$ cat config.mk
export PLATFORM = sky130hd
export DESIGN_NAME = load_store_unit_flat
export DESIGN_NICKNAME = d
export VERILOG_FILES = /design/src/rtl/load_store_unit_if.sv /design/src/rtl/load_store_unit.sv /design/src/flat_wrapper.sv
export SDC_FILE = /design/constraint.sdc
export NUM_CORES = 1
export LEC_CHECK = 0
export ABC_AREA = 1
export ABC_CLOCK_PERIOD_IN_PS = 2500
export CAP_MARGIN = 10
export CORE_MARGIN = 2
export CORE_UTILIZATION = 49
export CTS_BUF_LIST = sky130_fd_sc_hd__clkbuf_2
export DETAILED_ROUTE_END_ITERATION = 16
export PLACE_DENSITY = 0.95
export SYNTH_ARGS = -nofsm -noshare
export SYNTH_HDL_FRONTEND = slang
export SYNTH_SLANG_ARGS = --single-unit
$ cat constraint.sdc
create_clock -name clock -period 2.5 [get_ports clock]
set_input_delay 0.5 -clock clock [delete_from_list [all_inputs] [get_ports clock]]
set_output_delay 0.5 -clock clock [all_outputs]
set_load 0.005 [all_outputs]
$ cat src/rtl/load_store_unit_if.sv
// CPU request/response channel and data-memory port of the load/store unit.
// master drives the request (CPU) or the memory strobes (LSU); slave answers.
interface lsu_cpu_if;
  logic        req_valid;
  logic        req_ready;
  logic        req_write;
  logic [1:0]  req_type;
  logic [31:0] req_addr;
  logic [31:0] req_wdata;
  logic        resp_valid;
  logic [31:0] resp_rdata;
  logic        resp_err;

  modport master (
    output req_valid, req_write, req_type, req_addr, req_wdata,
    input  req_ready, resp_valid, resp_rdata, resp_err
  );
  modport slave (
    input  req_valid, req_write, req_type, req_addr, req_wdata,
    output req_ready, resp_valid, resp_rdata, resp_err
  );
endinterface

interface lsu_mem_if;
  logic [31:0] Address;
  logic [31:0] WriteData;
  logic [1:0]  tipols;
  logic        MemRead;
  logic        MemWrite;
  logic [31:0] ReadData;

  modport master (
    output Address, WriteData, tipols, MemRead, MemWrite,
    input  ReadData
  );
  modport slave (
    input  Address, WriteData, tipols, MemRead, MemWrite,
    output ReadData
  );
endinterface

$ cat src/rtl/load_store_unit.sv
// Data-memory initiator: one request at a time; misaligned 1, word store 2, load 3, byte store 4 cycles to resp.
// req_ready only in IDLE (no pipelining); responses are single-cycle pulses with no backpressure.
module load_store_unit (
  input  logic      clock,
  input  logic      reset,
  lsu_cpu_if.slave  cpu,
  lsu_mem_if.master mem
);

  typedef enum logic [2:0] {
    IDLE, RD, RD_WAIT, WR, RMW_RD, RMW_WAIT, RMW_WR, RESP
  } state_t;

  typedef struct packed {
    logic       is_byte;
    logic       sext;
    logic [1:0] lane;
    logic [7:0] wbyte;
  } req_t;

  state_t state;
  req_t   req;
  req_t   req_in;
  logic   misaligned_in;

  always_comb begin
    req_in         = '0;
    req_in.is_byte = (cpu.req_type == 2'b01) || (cpu.req_type == 2'b10);
    req_in.sext    = (cpu.req_type == 2'b10);
    req_in.lane    = cpu.req_addr[1:0];
    req_in.wbyte   = cpu.req_wdata[7:0];
    misaligned_in  = !req_in.is_byte && (cpu.req_addr[1:0] != 2'b00);
  end

  // Big-endian lanes: address offset 0 is the most significant byte.
  function automatic logic [31:0] merge_byte(input logic [31:0] word,
                                             input logic [1:0]  lane,
                                             input logic [7:0]  b);
    logic [31:0] w;
    w = word;
    case (lane)
      2'd0:    w[31:24] = b;
      2'd1:    w[23:16] = b;
      2'd2:    w[15:8]  = b;
      default: w[7:0]   = b;
    endcase
    return w;
  endfunction

  always_ff @(posedge clock) begin
    if (reset) begin
      state          <= IDLE;
      req            <= '0;
      cpu.req_ready  <= 1'b1;
      cpu.resp_valid <= 1'b0;
      cpu.resp_rdata <= '0;
      cpu.resp_err   <= 1'b0;
      mem.Address    <= '0;
      mem.WriteData  <= '0;
      mem.tipols     <= 2'b00;
      mem.MemRead    <= 1'b0;
      mem.MemWrite   <= 1'b0;
    end else begin
      case (state)
        IDLE: begin
          if (cpu.req_valid && cpu.req_ready) begin
            req           <= req_in;
            cpu.req_ready <= 1'b0;
            if (misaligned_in) begin
              state          <= RESP;
              cpu.resp_valid <= 1'b1;
              cpu.resp_err   <= 1'b1;
            end else if (!cpu.req_write) begin
              state       <= RD;
              mem.MemRead <= 1'b1;
              mem.tipols  <= req_in.is_byte ? 2'b01 : 2'b00;
              mem.Address <= cpu.req_addr;
            end else if (!req_in.is_byte) begin
              state         <= WR;
              mem.MemWrite  <= 1'b1;
              mem.tipols    <= 2'b00;
              mem.Address   <= cpu.req_addr;
              mem.WriteData <= cpu.req_wdata;
            end else begin
              state       <= RMW_RD;
              mem.MemRead <= 1'b1;
              mem.tipols  <= 2'b00;
              mem.Address <= {cpu.req_addr[31:2], 2'b00};
            end
          end
        end
        RD: begin
          mem.MemRead <= 1'b0;
          state       <= RD_WAIT;
        end
        RD_WAIT: begin
          cpu.resp_valid <= 1'b1;
          if (!req.is_byte)
            cpu.resp_rdata <= mem.ReadData;
          else
            cpu.resp_rdata <= {{24{req.sext & mem.ReadData[7]}}, mem.ReadData[7:0]};
          state <= RESP;
        end
        WR: begin
          mem.MemWrite   <= 1'b0;
          cpu.resp_valid <= 1'b1;
          state          <= RESP;
        end
        RMW_RD: begin
          mem.MemRead <= 1'b0;
          state       <= RMW_WAIT;
        end
        RMW_WAIT: begin
          mem.WriteData <= merge_byte(mem.ReadData, req.lane, req.wbyte);
          mem.MemWrite  <= 1'b1;
          state         <= RMW_WR;
        end
        RMW_WR: begin
          mem.MemWrite   <= 1'b0;
          cpu.resp_valid <= 1'b1;
          state          <= RESP;
        end
        RESP: begin
          cpu.resp_valid <= 1'b0;
          cpu.resp_rdata <= '0;
          cpu.resp_err   <= 1'b0;
          cpu.req_ready  <= 1'b1;
          state          <= IDLE;
        end
        default: state <= IDLE;
      endcase
    end
  end

endmodule

$ cat src/flat_wrapper.sv
// flat-port wrapper written by rule: the top's interface ports become plain ports
module load_store_unit_flat 
  (clock, reset, cpu_req_valid, cpu_req_write, cpu_req_type, cpu_req_addr, cpu_req_wdata, cpu_req_ready, cpu_resp_valid, cpu_resp_rdata, cpu_resp_err, mem_Address, mem_WriteData, mem_tipols, mem_MemRead, mem_MemWrite, mem_ReadData);
  lsu_cpu_if cpu_i ();
  lsu_mem_if mem_i ();
  input  logic clock;
  input  logic reset;
  input wire logic [$bits(cpu_i.req_valid)-1:0] cpu_req_valid;
  input wire logic [$bits(cpu_i.req_write)-1:0] cpu_req_write;
  input wire logic [$bits(cpu_i.req_type)-1:0] cpu_req_type;
  input wire logic [$bits(cpu_i.req_addr)-1:0] cpu_req_addr;
  input wire logic [$bits(cpu_i.req_wdata)-1:0] cpu_req_wdata;
  output wire logic [$bits(cpu_i.req_ready)-1:0] cpu_req_ready;
  output wire logic [$bits(cpu_i.resp_valid)-1:0] cpu_resp_valid;
  output wire logic [$bits(cpu_i.resp_rdata)-1:0] cpu_resp_rdata;
  output wire logic [$bits(cpu_i.resp_err)-1:0] cpu_resp_err;
  output wire logic [$bits(mem_i.Address)-1:0] mem_Address;
  output wire logic [$bits(mem_i.WriteData)-1:0] mem_WriteData;
  output wire logic [$bits(mem_i.tipols)-1:0] mem_tipols;
  output wire logic [$bits(mem_i.MemRead)-1:0] mem_MemRead;
  output wire logic [$bits(mem_i.MemWrite)-1:0] mem_MemWrite;
  input wire logic [$bits(mem_i.ReadData)-1:0] mem_ReadData;
  assign cpu_i.req_valid = cpu_req_valid;
  assign cpu_i.req_write = cpu_req_write;
  assign cpu_i.req_type = cpu_req_type;
  assign cpu_i.req_addr = cpu_req_addr;
  assign cpu_i.req_wdata = cpu_req_wdata;
  assign cpu_req_ready = cpu_i.req_ready;
  assign cpu_resp_valid = cpu_i.resp_valid;
  assign cpu_resp_rdata = cpu_i.resp_rdata;
  assign cpu_resp_err = cpu_i.resp_err;
  assign mem_Address = mem_i.Address;
  assign mem_WriteData = mem_i.WriteData;
  assign mem_tipols = mem_i.tipols;
  assign mem_MemRead = mem_i.MemRead;
  assign mem_MemWrite = mem_i.MemWrite;
  assign mem_i.ReadData = mem_ReadData;
  load_store_unit u_core (.clock(clock), .reset(reset), .cpu(cpu_i), .mem(mem_i));
endmodule
==> summary.log, run 1 <==
INFO  synthesis      leading_post_synthesis_cells_by_cell_area=sky130_fd_sc_hd__dfxtp_1, sky130_fd_sc_hd__nand2_1, sky130_fd_sc_hd__nor2_1
INFO  cells_and_area nets=1092
INFO  synthesis      post_synth_top_flop=sky130_fd_sc_hd__dfxtp_1
INFO  clock_tree     numCtsBuffers=17
INFO  timing         final_hold_viol_count=0
INFO  timing         achievable-frequency=481.9MHz
INFO  cells_and_area layout_cell_share_with_drive_strength_beyond_1=6.593%
INFO  clock_tree     cts_repair_resizes=0
INFO  drt            vias_per_cell=5.021
INFO  synthesis      postSynthAreaPerCell=6.672squm
INFO  synthesis      synth.yosys.warnings=0
INFO  power          seq_power_share=36.9%
INFO  setup_path     crit_chain=clkdlybuf4s50_1
INFO  cells_and_area area.growth.synth_to_final=42.06%
INFO  power          clock_power_share=16.5%
INFO  timing         final_critical_path_setup_slack=424.7ps
INFO  placement      gp_congestion=0.8805
INFO  setup_path     worst_ep_arrival_time=1580ps
INFO  cells_and_area final.fill_count=914
INFO  setup_path     r2r_cells=8
INFO  timing         slew_headroom=64.91%
INFO  floorplan      initial_core_util=49.86%
INFO  timing         worst_slew_pin_slew=525.7ps
INFO  setup_path     setup.worst_path.end_class=output pin
INFO  setup_path     crit_cells=1
INFO  clock_tree     tritoncts=built
INFO  setup_path     startpoint_type=flip-flop
INFO  drt            routedWlPerCell=14.18microns
INFO  floorplan      die_y=108.6microns
INFO  drt            detail_route.iter0.violations=422
INFO  synthesis      synthesis.instances=803
INFO  cells_and_area seqCellArea=2342squm
INFO  grt            gr-usage-all-layers=27.54%
INFO  floorplan      num_rows=38
INFO  placement      placed_cells=1109
INFO  power          totalPowerFinal=7.317mW
INFO  grt            grt_antenna_before_repair=0
INFO  cells_and_area finalInstanceArea=7611squm
INFO  synthesis      number_of_synthesized_flops_with_an_enable_pin=0
INFO  clock_tree     clk_pin_slew_worst_paths=220ps
INFO  timing         clock_skew=29.96ps
INFO  run            cap_viol_max_count=0
INFO  clock_tree     clockBufferDepth=2
INFO  setup_path     critical_path_maximum_fanout=2
INFO  placement      buffer_ports.inserted=203
INFO  setup_path     worstReg2RegStart=u_core.state[0]$_SDFFE_PP0P_
INFO  timing         final.period_utilization=83.01%
INFO  synthesis      synth-async-reset-ratio=0%
INFO  clock_tree     cts_max_level=4
INFO  synthesis      netlist_area=5358squm
INFO  status         status=complete, no violations
INFO  power          relative_contribution_of_combinational_cells_to_total_power=46.7%
INFO  setup_path     critPathBufInv=1
INFO  power          power.switching_fraction=40.56%
INFO  clock_tree     post_cts.repair.setup_buffers=0
INFO  timing         final_max_slew_viol_count=0
INFO  power          switchingPower=2.968mW
INFO  grt            first_pass_grt_wire_length=25.25mm
INFO  synthesis      synth.cells.most_frequent=sky130_fd_sc_hd__nand2_1, sky130_fd_sc_hd__nor2_1, sky130_fd_sc_hd__dfxtp_1
INFO  timing         final.setup.tns=0ps
INFO  synthesis      synth-seq-area-share=43.72%
INFO  clock_tree     cts-root-buf=sky130_fd_sc_hd__clkbuf_2
INFO  timing         setup_viol_count_final=0
INFO  floorplan      design.die.area=11790squm
INFO  clock_tree     clock_sink_count=117
INFO  cells_and_area antenna_cells=0
INFO  power          power_density=961.4nW/um^2
INFO  grt            global_route.overflow_total=0
INFO  floorplan      fp.coreArea=10750squm
INFO  drt            antenna_left=0
INFO  setup_path     critical_path_class=reg2out
INFO  cells_and_area multi_input_combinational_cell_area=2486squm
INFO  floorplan      die_w=108.6microns
INFO  setup_path     r2r_end=u_core.mem.Address[18]$_SDFFE_PP0P_
INFO  setup_path     slowest_delay=530ps
INFO  timing         min_period=2075ps
INFO  synthesis      netlist_cell_types=30
INFO  setup_path     worst_setup_path_endpoint=mem_Address[1]
INFO  clock_tree     cts_hold_buf=0
INFO  placement      detailedPlace.worstSlack=106.5ps
INFO  setup_path     worst_path_max_delay_cell=sky130_fd_sc_hd__clkdlybuf4s50_1
INFO  power          vdd_ir_drop_max=0.6069mV
INFO  synthesis      ys_ff_latch=117
INFO  setup_path     startpoint=u_core.mem.Address[1]$_SDFFE_PP0P_
INFO  drt            drc=0
INFO  clock_tree     clkLatencyLatePin=670ps
INFO  drt            dr_total_vias=5729
INFO  floorplan      design.portCount=205
INFO  synthesis      synth_top_cell_by_area=sky130_fd_sc_hd__dfxtp_1
INFO  drt            wl=16.18mm
INFO  power          cell_internal_pwr=4.349mW
INFO  worst_hold_path worst_hold_path_type=in2reg
INFO  power          cellLeakagePower=3.331nW
INFO  timing         grt_setup_unrepaired=no
INFO  synthesis      dominant_cell_by_count_in_the_synthesized_netlist=sky130_fd_sc_hd__nand2_1
INFO  setup_path     critical-path-top-delay-family=buffers and inverters
INFO  grt            grt_max_degree=65
INFO  synthesis      postSynthNetCount=907
INFO  placement      dp_hpwl=11.99mm
INFO  grt            first_global_vias=5505
INFO  setup_path     ff2ff_setup_slack=750ps
INFO  drt            dr.pass1.iters=5
INFO  setup_path     timing.critical_path.required=2000ps
INFO  placement      placed_area=7380squm
INFO  cells_and_area fin_cells=1141
INFO  synthesis      yosysTopAreaCellShare=43.72%
INFO  worst_hold_path min_path_cells=3
==> worst register-to-register path, stage by stage, from the launching register on <==
cell and delay, ps:
sky130_fd_sc_hd__dfxtp_1 420, sky130_fd_sc_hd__nor2_2 190, sky130_fd_sc_hd__nand2_2 120, sky130_fd_sc_hd__nor2_4 250, sky130_fd_sc_hd__nand2_4 250, sky130_fd_sc_hd__inv_2 130
sky130_fd_sc_hd__buf_12 180, sky130_fd_sc_hd__nor2_1 70, sky130_fd_sc_hd__nor2_1 140
==> layout by cell type, fill, tap and decap left out, types with 3 or more instances in the layout <==
| cell | synthesis | final |
|---|---|---|
| sky130_fd_sc_hd__dfxtp_1 | 117 | 117 |
| sky130_fd_sc_hd__inv_2 | 7 | 8 |
| sky130_fd_sc_hd__clkbuf_2 | 0 | 17 |
| sky130_fd_sc_hd__buf_4 | 9 | 6 |
| sky130_fd_sc_hd__o21ai_2 | 4 | 4 |
| sky130_fd_sc_hd__clkinv_4 | 0 | 5 |
| sky130_fd_sc_hd__inv_1 | 62 | 61 |
| sky130_fd_sc_hd__o21ai_0 | 74 | 74 |
| sky130_fd_sc_hd__clkdlybuf4s50_1 | 0 | 203 |
| sky130_fd_sc_hd__nand2_2 | 3 | 3 |
| sky130_fd_sc_hd__o21ai_1 | 12 | 12 |
| sky130_fd_sc_hd__inv_6 | 0 | 5 |
| sky130_fd_sc_hd__a21oi_1 | 48 | 48 |
| sky130_fd_sc_hd__nor2_1 | 133 | 133 |
| sky130_fd_sc_hd__nand3_1 | 20 | 20 |
| sky130_fd_sc_hd__nand2_1 | 258 | 258 |
==> metal layers <==
metal / track usage (%) / vias up / part of all wire, %
li1: - / 2868 / -
met1: 28.95 / 2585 / 37
met2: 49.29 / 232 / 50
met3: 9.644 / 44 / 9.7
met4: 12.36 / 0 / 3.4
met5: 0 / - / 0
==> cell type report <==
| cell class | count | area share, % |
|---|---|---|
| tap | 140 | 2.301 |
| clock buffer | 17 | 1.118 |
| multi-input combinational | 572 | 32.66 |
| sequential | 117 | 30.77 |
| clock inverter | 15 | 1.923 |
| timing repair buffer | 211 | 27.82 |
| inverter | 69 | 3.403 |
==> flip-flops by register name (all words and copies together) (netlist names), 3 cells and up <==
register               cells
u_core.cpu.resp_rdata     32
u_core.mem.Address        32
u_core.mem.WriteData      32
u_core.req                12
u_core.state               3
==> stage by stage <==
step | hold WS [ps] | utilization [%]
6_report | 408.6 | 70.83
2_1_floorplan | 444.7 | -
5_1_grt | 353.5 | 70.83
3_5_place_dp | 453.1 | 68.68
4_1_cts | 361.8 | 70.83
3_3_place_gp | 442.0 | 68.68
==> kinds of logic (layout without fill, tap and decap cells) <==
kind of cell	after synthesis	in the layout	synth area share, %
AND/OR/NAND/NOR	426	426	31.69
AO/OA/AOI/OAI	143	143	14.04
flip-flops	117	117	43.72
buffers and inverters	114	312	9.879
adder cells (fa/ha/maj)	2	2	0.6072
other	1	1	0.06999
==> power groups by stage <==
stage / clock [mW] / combinational [mW] / sequential [mW]
2_1_floorplan: 0 / 2.10 / 2.75
3_3_place_gp: 0 / 3.30 / 2.72
3_5_place_dp: 0 / 3.41 / 2.74
4_1_cts: 1.24 / 3.42 / 2.70
5_1_grt: 1.32 / 3.87 / 2.75
6_report: 1.21 / 3.41 / 2.70
==> worst min-delay path by stage <==
stage / startpoint / end / slack, ps
floorplan: u_core.cpu.resp_valid$_SDFFE_PP0P_ / u_core.cpu.resp_valid$_SDFFE_PP0P_ / 440
global placement: u_core.cpu.resp_valid$_SDFFE_PP0P_ / u_core.cpu.resp_valid$_SDFFE_PP0P_ / 440
detailed placement: u_core.cpu.resp_valid$_SDFFE_PP0P_ / u_core.cpu.resp_valid$_SDFFE_PP0P_ / 450
CTS: cpu_req_addr[20] / u_core.mem.Address[20]$_SDFFE_PP0P_ / 360
global route: cpu_req_addr[17] / u_core.mem.Address[17]$_SDFFE_PP0P_ / 350
finish: cpu_req_addr[20] / u_core.mem.Address[20]$_SDFFE_PP0P_ / 410
Power figures use the tool's default switching activity.
==> run 2, diff against run 1 <==
--- a/config.mk
+++ b/config.mk
@@ -6,13 +6,13 @@
 export NUM_CORES = 1
 export LEC_CHECK = 0
 export ABC_AREA = 1
-export ABC_CLOCK_PERIOD_IN_PS = 2500
+export ABC_CLOCK_PERIOD_IN_PS = 1800
 export CAP_MARGIN = 10
 export CORE_MARGIN = 2
-export CORE_UTILIZATION = 49
+export CORE_UTILIZATION = 41
 export CTS_BUF_LIST = sky130_fd_sc_hd__clkbuf_2
 export DETAILED_ROUTE_END_ITERATION = 16
-export PLACE_DENSITY = 0.95
+export PLACE_DENSITY = 0.86
 export SYNTH_ARGS = -nofsm -noshare
 export SYNTH_HDL_FRONTEND = slang
 export SYNTH_SLANG_ARGS = --single-unit
==> constraint.sdc (replaced) <==
create_clock -name clock -period 1.8 [get_ports clock]
set_input_delay 0.36 -clock clock [delete_from_list [all_inputs] [get_ports clock]]
set_output_delay 0.36 -clock clock [all_outputs]
set_load 0.005 [all_outputs]
==> summary.log, run 2 (synthesized netlist as in run 1, its figures left out) <==
INFO  setup_path     critPathBufInv=1
INFO  power          cellLeakagePower=3.904nW
INFO  cells_and_area biggest_registers_after_layout=u_core.cpu.resp_rdata: 32 flops, u_core.mem.Address: 32 flops, u_core.mem.WriteData: 32 flops
INFO  setup_path     slowest_delay=360ps
INFO  floorplan      fp.coreArea=12670squm
INFO  timing         clock_skew=29.19ps
INFO  timing         final.setup.tns=0ps
INFO  drt            dr.pass1.iters=6
INFO  cells_and_area nets=1111
INFO  placement      placed_cells=1153
INFO  clock_tree     clock_sink_count=117
INFO  timing         min_period=1680ps
INFO  setup_path     critical-path-top-delay-family=flip-flops
INFO  worst_hold_path worst_hold_path_type=in2reg
INFO  clock_tree     cts-root-buf=sky130_fd_sc_hd__clkbuf_2
INFO  cells_and_area most-common-layout-cells=sky130_fd_sc_hd__nand2_1, sky130_fd_sc_hd__nor2_1, sky130_fd_sc_hd__dlygate4sd2_1
INFO  timing         worst_slew_pin_slew=506.6ps
INFO  grt            gr-usage-all-layers=25.32%
INFO  setup_path     startpoint_type=flip-flop
INFO  setup_path     worst_path_max_delay_cell=sky130_fd_sc_hd__dfxtp_1
INFO  floorplan      die_w=118.3microns
INFO  grt            first_pass_grt_wire_length=27.99mm
INFO  clock_tree     cts_max_level=4
INFO  placement      buffer_ports.inserted=203
INFO  timing         final.period_utilization=93.36%
INFO  power          power_density=1299nW/um^2
INFO  floorplan      design.portCount=205
INFO  grt            grt_antenna_before_repair=0
INFO  drt            antenna_left=0
INFO  setup_path     critical_path_class=reg2out
INFO  setup_path     critical_path_maximum_fanout=2
INFO  floorplan      num_rows=41
INFO  power          vdd_ir_drop_max=0.7694mV
INFO  floorplan      design.die.area=14000squm
INFO  drt            drc=0
INFO  drt            dr_total_vias=5743
INFO  cells_and_area finalInstanceArea=7844squm
INFO  timing         setup_viol_count_final=0
INFO  floorplan      die_y=118.3microns
INFO  clock_tree     clk_pin_slew_worst_paths=190ps
INFO  cells_and_area layout.core_utilization=61.90%
INFO  drt            vias_per_cell=4.818
INFO  drt            routedWlPerCell=14.56microns
INFO  floorplan      initial_core_util=42.28%
INFO  clock_tree     clkLatencyLatePin=680ps
INFO  run            cap_viol_max_count=0
INFO  timing         achievable-frequency=595.1MHz
INFO  drt            wl=17.35mm
INFO  setup_path     crit_chain=dlygate4sd2_1
INFO  cells_and_area fin_cells=1192
INFO  setup_path     setup.worst_path.end_class=output pin
INFO  placement      dp_hpwl=12.88mm
INFO  drt            detail_route.iter0.violations=561
INFO  timing         final_max_slew_viol_count=0
INFO  grt            grt_max_degree=65
INFO  timing         slew_headroom=66.18%
INFO  cells_and_area layout.cells.most_common=sky130_fd_sc_hd__nand2_1
INFO  setup_path     worst_ep_arrival_time=1320ps
INFO  placement      placed_area=7560squm
INFO  grt            first_global_vias=5559
INFO  cells_and_area area.growth.synth_to_final=46.40%
INFO  clock_tree     numCtsBuffers=17
INFO  timing         grt_setup_unrepaired=no
INFO  grt            global_route.overflow_total=0
INFO  placement      gp_congestion=0.8911
INFO  cells_and_area layout_cell_share_with_drive_strength_beyond_1=17.35%
INFO  clock_tree     clockBufferDepth=2
INFO  power          totalPowerFinal=10.19mW
INFO  clock_tree     tritoncts=built
INFO  cells_and_area antenna_cells=0
INFO  status         status=complete, no violations
INFO  timing         final_hold_viol_count=0
INFO  setup_path     timing.critical_path.required=1440ps
==> run 2: cell types whose count changed in the layout (fill, tap and decap cells not counted), sizes merged <==
cell	delta
clkdlybuf4s50	-102
clkbuf	+4
dlygate4sd2	+102
inv	-6
buf	+19
bufinv	+2
==> run 2: what timing repair did <==
action / CTS / global route
setup buffers: 7 / 0
endpoints found under the hold margin: 0 / 0
setup endpoints to repair: 102 / 5
hold buffers: 0 / 0
gates resized for setup: 196 / 2
==> run 2: layer usage <==
layer  share of wire (%)  vias up  GRT usage, %
met3                 8.5       27         8.349
met1                  39     2585         27.81
met2                  51      227         45.66
met5                   0        -             0
met4                 2.1        0         8.358
li1                    -     2904             -
==> run 2: path summary, 6_finish.rpt <==
check / endpoint / cells after the start / slack, ps / start
setup / recovery: cpu_resp_rdata[0] / 1 / 120 / u_core.cpu.resp_rdata[0]$_SDFFE_PP0P_
hold / removal: u_core.mem.Address[13]$_SDFFE_PP0P_ / 3 / 270 / cpu_req_addr[13]
setup reg to reg: u_core.mem.WriteData[31]$_SDFFE_PP0P_ / 6 / 210 / u_core.state[0]$_SDFFE_PP0P_
hold reg to reg: u_core.cpu.resp_rdata[4]$_SDFFE_PP0P_ / 2 / 470 / u_core.cpu.resp_rdata[4]$_SDFFE_PP0P_
==> run 2: power breakdown <==
part	leakage, nW	switching, mW	total, mW	internal, mW
Clock	0.153	0.993	1.77	0.781
Sequential	0.997	0.399	3.85	3.45
Combinational	2.75	2.65	4.56	1.92
==> run 2: layout make-up <==
type / instances / area [sq um]
clock inverters: 11 / 133.9
flip-flops and latches: 117 / 2460
inverters: 69 / 261.5
multi-input cells: 572 / 2486
fillers: 1190 / 4827
well taps: 172 / 215.2
clock buffers: 21 / 105.1
repair buffers: 230 / 2182
==> run 2: per-stage QoR <==
stage,worst slack [ps],hold slack (ps)
2_1_floorplan,227.6,444.7
3_3_place_gp,-351.8,442.8
3_5_place_dp,-428.3,453.2
4_1_cts,35.14,199.5
5_1_grt,4.761,226.6
6_report,119.6,269.7
